==> src/rtl/uart_tx_fifo_if.sv <==
// Handshake bundle between the byte producer / UART transmitter and uart_tx_fifo.
// Latency: n/a (wires only).
// Backpressure: FULL/OVERFLOW toward the producer; TX_Busy paces the transmit side.
//
// slave  : the FIFO block itself (takes WR_*, TX_Busy; drives status and TX_*).
// master : the surrounding logic (producer plus transmitter) or a testbench.
interface uart_tx_fifo_if #(
  parameter int DEPTH_LOG2 = 4,
  parameter int DATA_BIT   = 8
);
  // producer side
  logic                  WR_EN;
  logic [DATA_BIT-1:0]   WR_DATA;
  logic                  FULL;
  logic                  EMPTY;
  logic [DEPTH_LOG2:0]   COUNT;
  logic                  OVERFLOW;
  // transmitter side
  logic [DATA_BIT-1:0]   TX_Data;
  logic                  TX_Start;
  logic                  TX_Busy;

  modport slave (
    input  WR_EN, WR_DATA, TX_Busy,
    output FULL, EMPTY, COUNT, OVERFLOW, TX_Data, TX_Start
  );

  modport master (
    output WR_EN, WR_DATA, TX_Busy,
    input  FULL, EMPTY, COUNT, OVERFLOW, TX_Data, TX_Start
  );
endinterface

==> src/rtl/uart_tx_fifo.sv <==
// Byte FIFO + transmit sequencer in front of the UART transmitter.
// Latency: push at edge k -> TX_Start high after edge k+1 when idle and TX_Busy low.
// Backpressure: writes while FULL are dropped and latch OVERFLOW; sends pace on TX_Busy.
//
// Ports:
//   CLK, RST          clock; synchronous active-high reset
//   bus.WR_EN/WR_DATA push one byte per clock
//   bus.FULL/EMPTY/COUNT/OVERFLOW  occupancy status, OVERFLOW is sticky
//   bus.TX_Data/TX_Start           byte and one-cycle start pulse to transmitter
//   bus.TX_Busy                    transmitter frame in progress
// Optional: define UART_TX_FIFO_CRLF_EN to send 0x0D ahead of every 0x0A byte.
module uart_tx_fifo #(
  parameter int DEPTH_LOG2  = 4,
  parameter int DATA_BIT    = 8,
  parameter int ACK_TIMEOUT = 4
) (
  input  logic           CLK,
  input  logic           RST,
  uart_tx_fifo_if.slave  bus
);

  localparam int DEPTH = 1 << DEPTH_LOG2;
  localparam int TW    = (ACK_TIMEOUT > 1) ? $clog2(ACK_TIMEOUT) : 1;

`ifdef UART_TX_FIFO_CRLF_EN
  localparam logic [DATA_BIT-1:0] CR_BYTE = DATA_BIT'(8'h0D);
  localparam logic [DATA_BIT-1:0] LF_BYTE = DATA_BIT'(8'h0A);
`endif

  typedef enum logic [1:0] {
    ST_IDLE      = 2'd0,
    ST_WAIT_ACK  = 2'd1,
    ST_WAIT_DONE = 2'd2
  } state_t;

  // storage
  logic [DATA_BIT-1:0]   mem_q [DEPTH];
  logic [DEPTH_LOG2-1:0] wr_ptr_q, wr_ptr_d;
  logic [DEPTH_LOG2-1:0] rd_ptr_q, rd_ptr_d;
  logic [DEPTH_LOG2:0]   count_q,  count_d;
  logic                  ovf_q,    ovf_d;

  // sequencer
  state_t                state_q,    state_d;
  logic [TW-1:0]         timer_q,    timer_d;
  logic                  tx_start_q, tx_start_d;
  logic [DATA_BIT-1:0]   tx_data_q,  tx_data_d;
`ifdef UART_TX_FIFO_CRLF_EN
  logic                  cr_sent_q,  cr_sent_d;
  logic                  insert_cr;
`endif

  logic                  full;
  logic                  empty;
  logic                  push;
  logic                  pop;
  logic                  issue;
  logic [DATA_BIT-1:0]   head;

  // ---------------------------------------------------------------------------
  // Datapath decode
  // ---------------------------------------------------------------------------
  always_comb begin
    full  = (count_q == (DEPTH_LOG2+1)'(DEPTH));
    empty = (count_q == '0);
    head  = mem_q[rd_ptr_q];
    // A write while FULL is dropped even when a pop lands in the same cycle:
    // the decision is taken on the pre-edge occupancy only.
    push  = bus.WR_EN && !full;
    // Status is all registered, so a byte pushed this cycle is only visible
    // to the sequencer on the next one.
    issue = (state_q == ST_IDLE) && !empty && !bus.TX_Busy;
`ifdef UART_TX_FIFO_CRLF_EN
    // First visit to a 0x0A head sends CR and leaves the LF in place.
    insert_cr = issue && (head == LF_BYTE) && !cr_sent_q;
    pop       = issue && !insert_cr;
`else
    pop       = issue;
`endif
  end

  // ---------------------------------------------------------------------------
  // Next-state logic
  // ---------------------------------------------------------------------------
  always_comb begin
    wr_ptr_d = push ? wr_ptr_q + DEPTH_LOG2'(1) : wr_ptr_q;
    rd_ptr_d = pop  ? rd_ptr_q + DEPTH_LOG2'(1) : rd_ptr_q;

    count_d = count_q;
    case ({push, pop})
      2'b10:   count_d = count_q + (DEPTH_LOG2+1)'(1);
      2'b01:   count_d = count_q - (DEPTH_LOG2+1)'(1);
      default: count_d = count_q;
    endcase

    ovf_d = ovf_q | (bus.WR_EN && full);

    state_d    = state_q;
    timer_d    = timer_q;
    tx_start_d = 1'b0;
    tx_data_d  = tx_data_q;

    case (state_q)
      ST_IDLE: begin
        if (issue) begin
          tx_start_d = 1'b1;
`ifdef UART_TX_FIFO_CRLF_EN
          tx_data_d  = insert_cr ? CR_BYTE : head;
`else
          tx_data_d  = head;
`endif
          timer_d    = '0;
          state_d    = ST_WAIT_ACK;
        end
      end

      ST_WAIT_ACK: begin
        if (bus.TX_Busy) begin
          timer_d = '0;
          state_d = ST_WAIT_DONE;
        end else if (timer_q == TW'(ACK_TIMEOUT - 1)) begin
          // Transmitter never acknowledged; treat the byte as sent so a
          // missing busy flag cannot wedge the queue.
          timer_d = '0;
          state_d = ST_IDLE;
        end else begin
          timer_d = timer_q + TW'(1);
        end
      end

      ST_WAIT_DONE: begin
        if (!bus.TX_Busy) begin
          state_d = ST_IDLE;
        end
      end

      default: begin
        timer_d = '0;
        state_d = ST_IDLE;
      end
    endcase

`ifdef UART_TX_FIFO_CRLF_EN
    cr_sent_d = cr_sent_q;
    if (insert_cr) begin
      cr_sent_d = 1'b1;
    end else if (pop) begin
      cr_sent_d = 1'b0;
    end
`endif
  end

  // ---------------------------------------------------------------------------
  // State registers
  // ---------------------------------------------------------------------------
  always_ff @(posedge CLK) begin
    if (RST) begin
      wr_ptr_q   <= '0;
      rd_ptr_q   <= '0;
      count_q    <= '0;
      ovf_q      <= 1'b0;
      state_q    <= ST_IDLE;
      timer_q    <= '0;
      tx_start_q <= 1'b0;
      tx_data_q  <= '0;
`ifdef UART_TX_FIFO_CRLF_EN
      cr_sent_q  <= 1'b0;
`endif
    end else begin
      wr_ptr_q   <= wr_ptr_d;
      rd_ptr_q   <= rd_ptr_d;
      count_q    <= count_d;
      ovf_q      <= ovf_d;
      state_q    <= state_d;
      timer_q    <= timer_d;
      tx_start_q <= tx_start_d;
      tx_data_q  <= tx_data_d;
`ifdef UART_TX_FIFO_CRLF_EN
      cr_sent_q  <= cr_sent_d;
`endif
    end
  end

  // Buffer contents need no reset: occupancy alone decides what is valid.
  always_ff @(posedge CLK) begin
    if (push) begin
      mem_q[wr_ptr_q] <= bus.WR_DATA;
    end
  end

  // ---------------------------------------------------------------------------
  // Outputs
  // ---------------------------------------------------------------------------
  assign bus.FULL     = full;
  assign bus.EMPTY    = empty;
  assign bus.COUNT    = count_q;
  assign bus.OVERFLOW = ovf_q;
  assign bus.TX_Data  = tx_data_q;
  assign bus.TX_Start = tx_start_q;

endmodule

==> src/flat_wrapper.sv <==
// flat-port wrapper written by rule: the top's interface ports become plain ports
module uart_tx_fifo_flat 
#(
  parameter int DEPTH_LOG2  = 4,
  parameter int DATA_BIT    = 8,
  parameter int ACK_TIMEOUT = 4
)
  (CLK, RST, bus_WR_EN, bus_WR_DATA, bus_TX_Busy, bus_FULL, bus_EMPTY, bus_COUNT, bus_OVERFLOW, bus_TX_Data, bus_TX_Start);
  uart_tx_fifo_if #(.DEPTH_LOG2(DEPTH_LOG2), .DATA_BIT(DATA_BIT)) bus_i ();
  input  logic CLK;
  input  logic RST;
  input wire logic [$bits(bus_i.WR_EN)-1:0] bus_WR_EN;
  input wire logic [$bits(bus_i.WR_DATA)-1:0] bus_WR_DATA;
  input wire logic [$bits(bus_i.TX_Busy)-1:0] bus_TX_Busy;
  output wire logic [$bits(bus_i.FULL)-1:0] bus_FULL;
  output wire logic [$bits(bus_i.EMPTY)-1:0] bus_EMPTY;
  output wire logic [$bits(bus_i.COUNT)-1:0] bus_COUNT;
  output wire logic [$bits(bus_i.OVERFLOW)-1:0] bus_OVERFLOW;
  output wire logic [$bits(bus_i.TX_Data)-1:0] bus_TX_Data;
  output wire logic [$bits(bus_i.TX_Start)-1:0] bus_TX_Start;
  assign bus_i.WR_EN = bus_WR_EN;
  assign bus_i.WR_DATA = bus_WR_DATA;
  assign bus_i.TX_Busy = bus_TX_Busy;
  assign bus_FULL = bus_i.FULL;
  assign bus_EMPTY = bus_i.EMPTY;
  assign bus_COUNT = bus_i.COUNT;
  assign bus_OVERFLOW = bus_i.OVERFLOW;
  assign bus_TX_Data = bus_i.TX_Data;
  assign bus_TX_Start = bus_i.TX_Start;
  uart_tx_fifo #(.DEPTH_LOG2(DEPTH_LOG2), .DATA_BIT(DATA_BIT), .ACK_TIMEOUT(ACK_TIMEOUT)) u_core (.CLK(CLK), .RST(RST), .bus(bus_i));
endmodule
==> config.mk <==
export PLATFORM = sky130hd
export DESIGN_NAME = uart_tx_fifo_flat
export DESIGN_NICKNAME = d
export VERILOG_FILES = /design/src/rtl/uart_tx_fifo_if.sv /design/src/rtl/uart_tx_fifo.sv /design/src/flat_wrapper.sv
export SDC_FILE = /design/constraint.sdc
export NUM_CORES = 1
export LEC_CHECK = 0
export CORE_MARGIN = 2
export CORE_UTILIZATION = 60
export CTS_BUF_LIST = sky130_fd_sc_hd__clkbuf_8
export DETAILED_ROUTE_END_ITERATION = 6
export GPL_TIMING_DRIVEN = 0
export PLACE_DENSITY = 0.8
export SLEW_MARGIN = 20
export SYNTH_ARGS = -nofsm -noshare
export SYNTH_HDL_FRONTEND = slang
export SYNTH_SLANG_ARGS = --single-unit
==> constraint.sdc <==
create_clock -name CLK -period 5.4 [get_ports CLK]
set_input_delay 1.35 -clock CLK [delete_from_list [all_inputs] [get_ports CLK]]
set_output_delay 1.35 -clock CLK [all_outputs]
set_load 0.005 [all_outputs]
======== After elaboration in Yosys (flattened, before gate mapping) ========
Memories as Yosys holds them, arrays and structs flattened. A register that Yosys moved wholly into a read port is not among the register bits.
Index checks and enable logic that the tools add are counted.
word-level totals
  input bits .............................. 12
  memories ................................ 1
  bits in writable memories ............... 128
  word-level logic and storage cells ...... 52
  output and inout bits ................... 17
  flip-flop bits (word level) ............. 19
memory list
  name          depth  bits a word  rd ports  clocked after memory_dff  write ports  line                source
  u_core.mem_q  16     8            1         1                         1            uart_tx_fifo.sv:37  logic [DATA_BIT-1:0] mem_q [DEPTH];
cells by class
  reductions and logical operators ........ 14
  add/sub/neg operators ................... 5
  equality and inequality tests ........... 9
  muxes and demuxes ....................... 13
  bitwise operators ....................... 3
operators with widths
  operator                                          count
  2-to-1 mux 2 bit                                  7
  case mux 2 bit (3 select lines)                   2
  case mux 5 bit (2 select lines)                   1
  adder 4 x 1 -> 4 bit, second input constant       2
  == test 2 bit, second input constant              3
  adder 5 x 1 -> 5 bit, second input constant       1
  == test 5 bit, second input constant              1
  zero test 5 bit                                   1
  subtractor 5 x 1 -> 5 bit, second input constant  1
  == test 2 x 1 -> 1 bit, second input constant     2
  logical AND 1 bit                                 4
  AND reduction 2 bit                               2
  zero test 1 bit                                   3
  2-to-1 mux 1 bit                                  3
  != test 3 x 2 -> 1 bit, second input constant     1
  AND reduction 3 bit                               1
  adder 2 x 1 -> 2 bit, second input constant       1
  zero test 2 bit                                   1
  != test 2 x 1 -> 1 bit, second input constant     1
  != test 2 bit, second input constant              1
  inverter 1 bit                                    2
  nonzero test 2 bit                                1
  OR reduction 2 bit                                1
  bitwise OR 1 bit                                  1

======== Longest topological paths before layout ========
  depth in word-level cells ............... 6
  depth in mapped cells ................... 12
  gate-level depth less buffers ........... 11

======== Least setup slack after synthesis ========
Ideal clock, no wire load.
  kind .................................... input port to flip-flop
  from .................................... in bus_TX_Busy
  to ...................................... reg u_core.count_q[4] (netlist: u_core.bus.COUNT[4])
  setup time .............................. 0.121 ns
  path buffers ............................ 1
  arrival time ............................ 3.176 ns
  required time ........................... 5.279 ns
  setup slack ............................. 2.103 ns
  stages .................................. 9
  cells stage by stage .................... a2111oi_4 -> buf_2 -> ha_1 -> xor2_1 -> ha_1 -> a21oi_1 -> a221oi_1 -> a21oi_1 -> mux2_2
on the way
  word-level cells in the longest chain between the ends .. 4
  elaborated cells on any way between the ends .. 6
  those cells by class .................... eq/ne: 2; mux: 1; reduce/logical: 3
ends and longest elaborated chain
  element                                                                line                 source
  start, declared                                                        flat_wrapper.sv:14   input wire logic [$bits(bus_i.TX_Busy)-1:0] bus_TX_Busy;
  zero test 1 bit (*)                                                    uart_tx_fifo.sv:72   issue = (state_q == ST_IDLE) && !empty && !bus.TX_Busy;
  logical AND 1 bit (*)                                                  uart_tx_fifo.sv:72
  named net u_core.issue                                                 uart_tx_fifo.sv:57   logic issue;
  == test 2 x 1 -> 1 bit or == test 2 bit (tied branches)                uart_tx_fifo.sv:90   case ({push, pop})
  case mux 5 bit (2 select lines) or nonzero test 2 bit (tied branches)  -
  end signal, assigned                                                   uart_tx_fifo.sv:172  count_q <= count_d;
  end, declared                                                          uart_tx_fifo.sv:40   logic [DEPTH_LOG2:0] count_q, count_d;
Mark *: on every way through the listed nets, which the timed path passes. The rest lies on a longest branch.
A chain may end at the register's enable or synchronous reset.

======== Final worst setup path ========
Same ends and word-level chain as after synthesis.

==> key figures <==
Status
  – Status: finished, final reports clean

Clocking
  – Setup bufs post-CTS: 0
  – CTS root buf: clkbuf_8
  – Cts repair resizes: 0
  – CTS Buffer Depth: 2
  – CTS tree: built
  – Clk pin slew, worst setup/hold paths: 0.09 ns
  – Cts hold-fix bufs: 0
  – H-Tree Depth: 4
  – Clock Latency Late Sink: between 0.4 and 0.5 ns
  – TritonCTS Buffers: 17
  – Clock tree sinks: 155

Routing
  – DRC Markers: 0
  – Routed wire length: 11.8 mm
  – WL/cell: between 20 and 25 um
  – Initial drt markers: ~330
  – Detail Route Antenna Nets: 0
  – Via count: 3474
  – Vias per cell: 5.96
  – DR pass1 iterations: 6

Yosys
  – Mapped Nets: between 400 and 500
  – Yosys cell types: 38
  – Avg Cell Area, Syn: about 16 um^2
  – Top_reg_cell synth: edfxtp_1
  – Number of synthesized flops with an enable pin: about 130
  – Synth top area cells: edfxtp_1 (62%), dfxtp_1 (8.7%), mux4_2 (5.8%)
  – Post-synth top area cell: edfxtp_1
  – YS warnings: 0
  – Seq cells post-synth: between 150 and 200
  – Share of the synthesized area in the top cell type: 61.9%
  – Synth Instances: 387
  – Ys async rst share: 0%
  – Sequential share of the synthesized area: around 71%
  – Cell area after synthesis: 6200 um^2

Global route
  – Largest net degree at the start of global routing: 17
  – Initial antenna violation count: 0
  – Met2 Resource Use GR: 35.3%
  – Met1 Usage GRT: about a third
  – GRT Overall Usage: 22.8%
  – Global routing usage on met3: 6.68%
  – Grt ovf: 0
  – Top Usage Layer GRT: met2
  – First-pass GRT wire length: 18.8 mm
  – Vias in the first global route: 3456

Setup path
  – Max FO, Critical Path: 11
  – WP data required: 5.73 ns
  – CP Class: in2reg
  – Setup crit start kind: input port
  – Setup crit end kind: register
  – CP arrival: 4.03 ns

Cells and area
  – Number of diodes: 0
  – Layout Nets: ~460
  – Filler Cell Count: 682
  – Share of layout cells above drive strength 1: between 10% and 20%
  – Synthesis-to-finish area growth: 13.4%
  – Fin util: 69.1%

Floorplanning
  – Die ar.: 11200 um^2
  – Site Rows: 37
  – Vert. Die Dim: 106 um
  – I/O pins: 29
  – Initial Utilization: 60.9%
  – Core ar.: 10200 um^2
  – DIE WIDTH: around 110 um

STA
  – Max-slew violation count: 0
  – Setup TNS: 0 ns
  – Clock Skews: between 0.01 and 0.015 ns
  – Final min period: between 3 and 4 ns
  – Tcrit/Tclk final: approximately two thirds
  – Worst rel slew slack: 46.6%
  – F_max: about 270 MHz
  – Unrepaired setup endpoints after global routing: no
  – # setup viols final: 0
  – Measured slew at the worst slew-check pin: 0.798 ns
  – Fin. Hold Viols: 0

Pwr
  – Leak Pwr: ~0.0023 uW
  – Worst IR drop on VDD: 0.256 mV
  – Pwr dens: 410 nW/um^2

Placement
  – Hpwl dp: 7.87 mm
  – I/O Buffers: 28
  – GP Congestion: 0.893

Run
  – Max Cap Violations: 0

Worst hold path
  – Hold Path Class: reg2reg
## placed cells by master (no fill, tap or decap), drive strengths merged
| master | instances |
|---|---|
| a2111oi | 1 |
| a211o | 1 |
| a21boi | 1 |
| a21o | 1 |
| a21oi | 6 |
| a221oi | 1 |
| a22oi | 1 |
| a311oi | 16 |
| a32oi | 2 |
| and2 | 1 |
| buf | 11 |
| bufinv | 1 |
| clkbuf | 27 |
| clkdlybuf4s50 | 28 |
| clkinv | 8 |
| clkinvlp | 3 |
| dfxtp | 27 |
| edfxtp | 128 |
| ha | 10 |
| inv | 9 |
| mux2 | 1 |
| mux2i | 34 |
| mux4 | 16 |
| nand2 | 18 |
| nand2b | 3 |
| nand3b | 2 |
| nand4 | 2 |
| nor2 | 41 |
| nor2b | 1 |
| nor3 | 7 |
| nor3b | 2 |
| nor4 | 3 |
| o21ai | 4 |
| o22ai | 17 |
| or3 | 1 |
| or3b | 2 |
| xnor2 | 4 |
| xor2 | 6 |
## Yosys cell counts, types with 3 or more instances
library cell,n
buf_2,8
xnor2_1,4
nand2_1,18
inv_1,6
nor3_1,7
mux2i_1,34
mux4_2,16
nand2b_1,3
clkbuf_1,10
a21oi_1,6
o21ai_0,4
nor2_1,41
xor2_1,6
a311oi_1,16
dfxtp_1,27
o22ai_1,17
edfxtp_1,128
ha_1,10
## area by class of cell
type                            instances  area (um^2)  area share, %
Sequential cell                       155         4380           62.3
Multi-Input combinational cell        205         1720           24.4
Timing Repair Buffer                   28          280           3.98
Clock inverter                         15          126           1.80
Tap cell                              136          170           2.42
Inverter                                6         22.5          0.320
Clock buffer                           17          234           3.33
Buffer                                 21          100           1.42
## worst paths after layout
kind	slack (ns)	cells past startpoint	end	startpoint
hold reg to reg	0.47	2	u_core.bus.OVERFLOW$_SDFF_PP0_	u_core.bus.OVERFLOW$_SDFF_PP0_
setup / recovery	1.70	10	u_core.bus.COUNT[4]$_SDFFE_PP0P_	bus_TX_Busy
setup reg to reg	2.33	10	u_core.bus.COUNT[4]$_SDFFE_PP0P_	u_core.bus.COUNT[2]$_SDFFE_PP0P_
hold / removal	0.47	2	u_core.bus.OVERFLOW$_SDFF_PP0_	u_core.bus.OVERFLOW$_SDFF_PP0_
## kinds of logic after synthesis
family,after synthesis,share of synthesized area (%)
AO/OA/AOI/OAI,51,6.21
flip-flops,155,70.7
multiplexers,51,11.5
adder cells (fa/ha/maj),10,2.02
buffers and inverters,27,1.98
XOR/XNOR,10,1.41
AND/OR/NAND/NOR,83,6.25
## sequential cells by signal, summed over array words and instances (netlist names)
signal / count
u_core.bus.OVERFLOW: 1
u_core.wr_ptr_q: 4
u_core.state_q: 2
u_core.rd_ptr_q: 4
u_core.bus.TX_Start: 1
u_core.timer_q: 2
u_core.bus.COUNT: 5
u_core.bus.TX_Data: 8
u_core.mem_q: 128
## power by group
group	switching (uW)	internal (uW)	leakage (uW)
clock network	422	362	0.000179
logic	333	324	0.000696
registers	66.4	1380	0.00138
total	821	2060	0.00225
## metrics by stage
| stage | setup WS, ns | power [uW] | std cells | area (um^2) | hold slack (ns) |
|---|---|---|---|---|---|
| final | 1.70 | 2880 | 583 | 7040 | 0.471 |
| after global routing | 1.51 | 3020 | 583 | 7040 | 0.519 |
| after CTS | 1.75 | 2890 | 583 | 7030 | 0.484 |
| after detailed placement | 1.29 | 2120 | 551 | 6670 | 0.466 |
| after global placement | 1.32 | 2100 | 551 | 6660 | 0.454 |
| after floorplan | 2.10 | 1880 | 387 | 6200 | 0.458 |
## critical path, cell delays in order
cell	delay, ns
clkdlybuf4s50_1	0.49
a2111oi_4	0.33
buf_2	0.31
ha_1	0.32
xor2_1	0.11
ha_1	0.20
a21oi_1	0.20
a221oi_1	0.14
a21oi_1	0.21
mux2_2	0.35
## per-layer routing
metal	share of wire, %	routed length, um	up-vias
li1	-	-	1602
met1	41	4890	1720
met2	49	5790	138
met3	7.9	935	14
met4	1.7	196	0
met5	0	0	-
Power figures use the tool's default switching activity.
